==> src/rtl/osd_spi_tx.sv <==
// osd_spi_tx: SPI master streaming OSD enable commands and 256-byte line payloads to the OSD slave.
// Build option: define OSD_TX_CLEAR_EN to enable the clear-line command (op 10); otherwise op 10 is dropped.
module osd_spi_tx #(
    parameter logic [7:0] CLK_DIV = 8'd4
) (
    input  logic       clk_sys,
    input  logic       reset,
    input  logic       cmd_valid,
    output logic       cmd_ready,
    input  logic [1:0] cmd_op,
    input  logic [2:0] cmd_arg,
    output logic       data_req,
    output logic [7:0] data_addr,
    input  logic [7:0] data_in,
    output logic       busy,
    output logic       SPI_SCK,
    output logic       SPI_SS3,
    output logic       SPI_DO
);

    typedef enum logic [2:0] {
        ST_IDLE,
        ST_DROP,
        ST_FETCH,
        ST_LOW,
        ST_HIGH,
        ST_HOLD,
        ST_GAP
    } state_t;

    localparam logic [1:0] OP_ENABLE = 2'b00;
    localparam logic [1:0] OP_WRITE  = 2'b01;
    localparam logic [1:0] OP_CLEAR  = 2'b10;
    localparam logic [7:0] HALF_LAST = CLK_DIV - 8'd1;

    state_t     state_q, state_d;
    logic [7:0] cnt_q, cnt_d;
    logic [2:0] bit_q, bit_d;
    logic [8:0] byte_q, byte_d;
    logic [7:0] shift_q, shift_d;
    logic [1:0] op_q, op_d;
    logic [7:0] addr_q, addr_d;
    logic       req_q, req_d;
    logic       ready_q;
    logic       sck_q;
    logic       ss_q;
    logic       busy_q;
    logic       clear_en_s;
    logic       cnt_done_s;
    logic       last_byte_s;

`ifdef OSD_TX_CLEAR_EN
    assign clear_en_s = 1'b1;
`else
    assign clear_en_s = 1'b0;
`endif

    assign cnt_done_s  = (cnt_q == 8'd0);
    // byte_q counts completed bytes; the command byte is byte 0, payload byte k is byte k+1
    assign last_byte_s = (op_q == OP_ENABLE) ? (byte_q == 9'd0) : (byte_q == 9'd256);

    // Next-state logic for the transfer sequencer
    always_comb begin
        state_d = state_q;
        cnt_d   = cnt_done_s ? cnt_q : (cnt_q - 8'd1);
        bit_d   = bit_q;
        byte_d  = byte_q;
        shift_d = shift_q;
        op_d    = op_q;
        addr_d  = addr_q;
        req_d   = 1'b0;
        case (state_q)
            ST_IDLE: begin
                if (cmd_valid && ready_q) begin
                    op_d   = cmd_op;
                    byte_d = 9'd0;
                    bit_d  = 3'd7;
                    cnt_d  = HALF_LAST;
                    case (cmd_op)
                        OP_ENABLE: begin
                            shift_d = {4'b0100, 3'b000, cmd_arg[0]};
                            state_d = ST_LOW;
                        end
                        OP_WRITE: begin
                            shift_d = {5'b00100, cmd_arg};
                            state_d = ST_LOW;
                        end
                        OP_CLEAR: begin
                            if (clear_en_s) begin
                                shift_d = {5'b00100, cmd_arg};
                                state_d = ST_LOW;
                            end else begin
                                state_d = ST_DROP;
                            end
                        end
                        default: state_d = ST_DROP;
                    endcase
                end else begin
                    state_d = ST_IDLE;
                end
            end
            ST_DROP: state_d = ST_IDLE;
            ST_FETCH: begin
                // data_in answers the strobe issued on the first FETCH cycle
                if (cnt_done_s) begin
                    shift_d = data_in;
                    cnt_d   = HALF_LAST;
                    state_d = ST_LOW;
                end else begin
                    state_d = ST_FETCH;
                end
            end
            ST_LOW: begin
                if (cnt_done_s) begin
                    cnt_d   = HALF_LAST;
                    state_d = ST_HIGH;
                end else begin
                    state_d = ST_LOW;
                end
            end
            ST_HIGH: begin
                if (cnt_done_s) begin
                    cnt_d   = HALF_LAST;
                    shift_d = {shift_q[6:0], 1'b0};
                    if (bit_q != 3'd0) begin
                        bit_d   = bit_q - 3'd1;
                        state_d = ST_LOW;
                    end else begin
                        byte_d = byte_q + 9'd1;
                        bit_d  = 3'd7;
                        if (last_byte_s) begin
                            state_d = ST_HOLD;
                        end else if (op_q == OP_WRITE) begin
                            cnt_d   = 8'd1;
                            req_d   = 1'b1;
                            addr_d  = byte_q[7:0];
                            state_d = ST_FETCH;
                        end else begin
                            shift_d = 8'h00;
                            state_d = ST_LOW;
                        end
                    end
                end else begin
                    state_d = ST_HIGH;
                end
            end
            ST_HOLD: begin
                if (cnt_done_s) begin
                    cnt_d   = HALF_LAST;
                    state_d = ST_GAP;
                end else begin
                    state_d = ST_HOLD;
                end
            end
            ST_GAP: begin
                if (cnt_done_s) begin
                    state_d = ST_IDLE;
                end else begin
                    state_d = ST_GAP;
                end
            end
            default: state_d = ST_IDLE;
        endcase
    end

    // State, datapath and registered outputs (outputs follow the state being entered)
    always_ff @(posedge clk_sys) begin
        if (reset) begin
            state_q <= ST_IDLE;
            cnt_q   <= 8'd0;
            bit_q   <= 3'd0;
            byte_q  <= 9'd0;
            shift_q <= 8'h00;
            op_q    <= 2'b00;
            addr_q  <= 8'd0;
            req_q   <= 1'b0;
            ready_q <= 1'b0;
            sck_q   <= 1'b0;
            ss_q    <= 1'b1;
            busy_q  <= 1'b0;
        end else begin
            state_q <= state_d;
            cnt_q   <= cnt_d;
            bit_q   <= bit_d;
            byte_q  <= byte_d;
            shift_q <= shift_d;
            op_q    <= op_d;
            addr_q  <= addr_d;
            req_q   <= req_d;
            ready_q <= (state_d == ST_IDLE);
            sck_q   <= (state_d == ST_HIGH);
            ss_q    <= !(state_d inside {ST_FETCH, ST_LOW, ST_HIGH, ST_HOLD});
            busy_q  <= (state_d != ST_IDLE);
        end
    end

    assign cmd_ready = ready_q;
    assign data_req  = req_q;
    assign data_addr = addr_q;
    assign busy      = busy_q;
    assign SPI_SCK   = sck_q;
    assign SPI_SS3   = ss_q;
    assign SPI_DO    = shift_q[7];

endmodule

==> config.mk <==
export PLATFORM = sky130hd
export DESIGN_NAME = osd_spi_tx
export DESIGN_NICKNAME = d
export VERILOG_FILES = /design/src/rtl/osd_spi_tx.sv
export SDC_FILE = /design/constraint.sdc
export NUM_CORES = 1
export LEC_CHECK = 0
export ABC_AREA = 0
export CORE_MARGIN = 5
export CORE_UTILIZATION = 45
export DETAILED_ROUTE_END_ITERATION = 10
export GPL_ROUTABILITY_DRIVEN = 0
export GPL_TIMING_DRIVEN = 0
export PLACE_DENSITY_LB_ADDON = 0.25
export SYNTH_ARGS = -nofsm -noshare
export SYNTH_HDL_FRONTEND = slang
export SYNTH_SLANG_ARGS = --single-unit
==> constraint.sdc <==
create_clock -name clk_sys -period 3.2 [get_ports clk_sys]
set_input_delay 0.48 -clock clk_sys [delete_from_list [all_inputs] [get_ports clk_sys]]
set_output_delay 0.48 -clock clk_sys [all_outputs]
set_load 0.005 [all_outputs]
==> impl_metrics.env <==
export IMPL_outcome="finished, final reports clean"
export IMPL_wl_per_cell_um=14.86
export IMPL_post_route_min_period_ns=2.254
export IMPL_hold_buffers=0
export IMPL_yosysWarnings=0
export IMPL_path_cells="inv_1, ha_1, nor4b_2, and2_1, inv_2, nor2_1, nor3_1, a311oi_1"
export IMPL_io_buffers=29
export IMPL_yosysTopAreaCellShare=0.3800
export IMPL_period_share=0.7045
export IMPL_drcViolationCount=0
export IMPL_fp_dieW_um=83.39
export IMPL_hold_class="reg -> reg"
export IMPL_grt_pass1_wl_mm=9.901
export IMPL_path_buf_inv=2
export IMPL_postSynth_asyncResetShare=0
export IMPL_cpPeakStageDelay_ns=0.40
export IMPL_dp_cells=378
export IMPL_initialDrtViolationCount=188
export IMPL_fp_row_count=26
export IMPL_worstMarginPinSlew_ns=0.6603
export IMPL_antennaDiodeCount=0
export IMPL_hold_viol=0
export IMPL_ant_nets=0
export IMPL_h_tree_depth=2
export IMPL_grt_overflow_total=0
export IMPL_cts_tree="yes"
export IMPL_synth_area_leaders="dfxtp_1, nor2_1, nand2_1, mux2i_1, xnor2_1"
export IMPL_antenna_found_initial=0
export IMPL_slew_viol_final=0
export IMPL_layout_setup_ws_ns=0.9456
export IMPL_cts_buffers_inserted=5
export IMPL_dr_wl_met2_mm=2.606
export IMPL_rsz0062_at_grt="no"
export IMPL_regArea_um2=920.9
export IMPL_critPathTopFamily="simple AND/OR/NAND/NOR gates"
export IMPL_top_layer="met4"
export IMPL_coreArea_mm2=0.005172
export IMPL_grt_usage=0.1728
export IMPL_ios=30
export IMPL_cap_viol_max_count=0
export IMPL_cts_resized=0
export IMPL_synth_yosys_seq_area_share=0.3800
export IMPL_ir_drop_mv=0.5472
export IMPL_hpwl_mm=4.230
export IMPL_synth_seq_cells=46
export IMPL_leakage_nw=1.072
export IMPL_crit_slowest_cell="nor4b_2"
export IMPL_avgSynthCellArea_um2=8.687
export IMPL_vias=2131
export IMPL_dpl_instance_area_mm2=0.002801
export IMPL_ys_flop_type="dfxtp_1"
export IMPL_critPathArrivalTime_ns=2.46
export IMPL_yosys_area_top_type="dfxtp_1"
export IMPL_drt_vias_per_instance=5.521
export IMPL_crit_fanout=6
export IMPL_fillers=472
export IMPL_layout_nets=337
export IMPL_worstPathRequired_ns=3.40
export IMPL_drt_wl_total_mm=5.735
export IMPL_route_met3_wl_um=357
export IMPL_skew_ns=0.01108
export IMPL_multi_input_area_mm2=0.001394
export IMPL_power_density_mw_per_mm2=588.7
export IMPL_setup_tns_final_ns=0
export IMPL_start_util=0.4686
export IMPL_pre_cts_slack_ns=0.9004
export IMPL_ys_types=54
export IMPL_drive_above_1_share=0.1076
export IMPL_syn_area_mm2=0.002424
export IMPL_critical_path_endpoint_type="flop"
export IMPL_worstSetupPathType="reg -> reg"
export IMPL_fmax_mhz=443.6
export IMPL_maxSlewHeadroom=0.5598
export IMPL_syn_to_final_growth_pct=20.24
export IMPL_fin_area_mm2=0.002914
export IMPL_die_height_um=83.39
export IMPL_grt_max_degree=16
export IMPL_finalSetupViolations=0
export IMPL_syn_inst=279
export IMPL_firstDrtPassIters=4
export IMPL_utilization=0.5634
export IMPL_wl_met1_mm=2.669
export IMPL_die_area_mm2=0.006953
export IMPL_ys_top_cells_by_count="dfxtp_1, nor2_1, nand2_1, a21oi_1, inv_1"
export IMPL_insertion_delay_ns=0.31
export IMPL_cts_buffer_depth=2
export IMPL_cts_sinks=46
export IMPL_critPathLaunchType="flop"
export IMPL_synth_nets=301
export IMPL_cts_setup_buffers=0
export IMPL_root_buffer="clkbuf_8"
export IMPL_clkTransAtPathRegs_ns=0.09
export IMPL_final_cell_count_no_fill=386
export IMPL_grt_pass1_vias=2005
export IMPL_synth_edf_count=0
metal layers:
metal / vias to the layer above / global-route usage
met4: 0 / 0.05646
met2: 59 / 0.2682
met1: 991 / 0.2274
li1: 1070 / -
met3: 11 / 0.05347
met5: - / 0
path summary, 6_finish.rpt:
path	start	to	slack (ns)	depth (start not counted)
min reg2reg	data_addr[1]	data_addr[1]	0.50	2
max	cnt_q[1]	bit_q[0]	0.95	8
min	data_addr[1]	data_addr[1]	0.50	2
max reg2reg	cnt_q[1]	bit_q[0]	0.95	8
flip-flops by register name (all words and copies together) (netlist names):
signal / cells
byte_q: 9
bit_q: 3
cmd_ready: 1
SPI_SCK: 1
data_addr: 8
busy: 1
data_req: 1
state_q: 3
SPI_SS3: 1
shift_q: 8
op_q: 2
cnt_q: 8
cell families after synthesis:
group,share of synthesized area
fa+ha+maj,0.03097
flops,0.3800
compound gates,0.2091
simple gates,0.2437
buf+inv,0.04491
mux,0.03717
xor+xnor,0.05421
per-stage QoR:
step	total power, W	hold slack (ns)
floorplan	0.001135	0.4541
global placement	0.001268	0.4715
detailed placement	0.001277	0.4865
CTS	0.001725	0.5056
global route	0.001840	0.5393
finish	0.001715	0.5027
cell usage in the layout, fill, tap and decap left out, types with 3 or more instances in the layout:
cell type / netlist / routed
a2bb2oi_1: 3 / 3
and2_1: 4 / 4
a22oi_1: 5 / 5
nor2b_1: 3 / 3
nor3_1: 7 / 7
nand2_1: 25 / 25
inv_1: 13 / 13
xnor2_1: 10 / 10
a21oi_1: 14 / 14
nor2_1: 46 / 46
clkdlybuf4s50_1: 0 / 29
buf_2: 3 / 3
dfxtp_1: 46 / 46
o211ai_1: 3 / 3
clkbuf_8: 0 / 5
mux2i_1: 9 / 9
nand3_1: 9 / 9
clkbuf_1: 6 / 6
ha_1: 6 / 6
o21ai_0: 8 / 8
xor2_1: 5 / 5
nand2b_1: 3 / 3
a2111oi_2: 5 / 5
a211oi_1: 6 / 6
where the power goes:
group / internal [W] / total [W] / switching, W
registers: 0.000641 / 0.000701 / 0.0000604
clock network: 0.000234 / 0.000445 / 0.000211
logic: 0.000236 / 0.000569 / 0.000333
total: 0.00111 / 0.00172 / 0.000604
worst min-delay path: cells and delay by family (launching register included):
family	cells	cell delay [ns]
muxes	1	0.07
DFF	1	0.34
and+or+nand+nor	1	0.07
layout make-up:
type / count / area share
timing repair buffer: 29 / 0.09961
clock buffer: 5 / 0.02362
multi-input combinational: 208 / 0.4783
sequential: 46 / 0.3160
tap: 70 / 0.03006
inverter: 14 / 0.01803
buffer: 11 / 0.01932
clock inverter: 3 / 0.01503
Note: power is estimated with default switching activity, not from simulation.
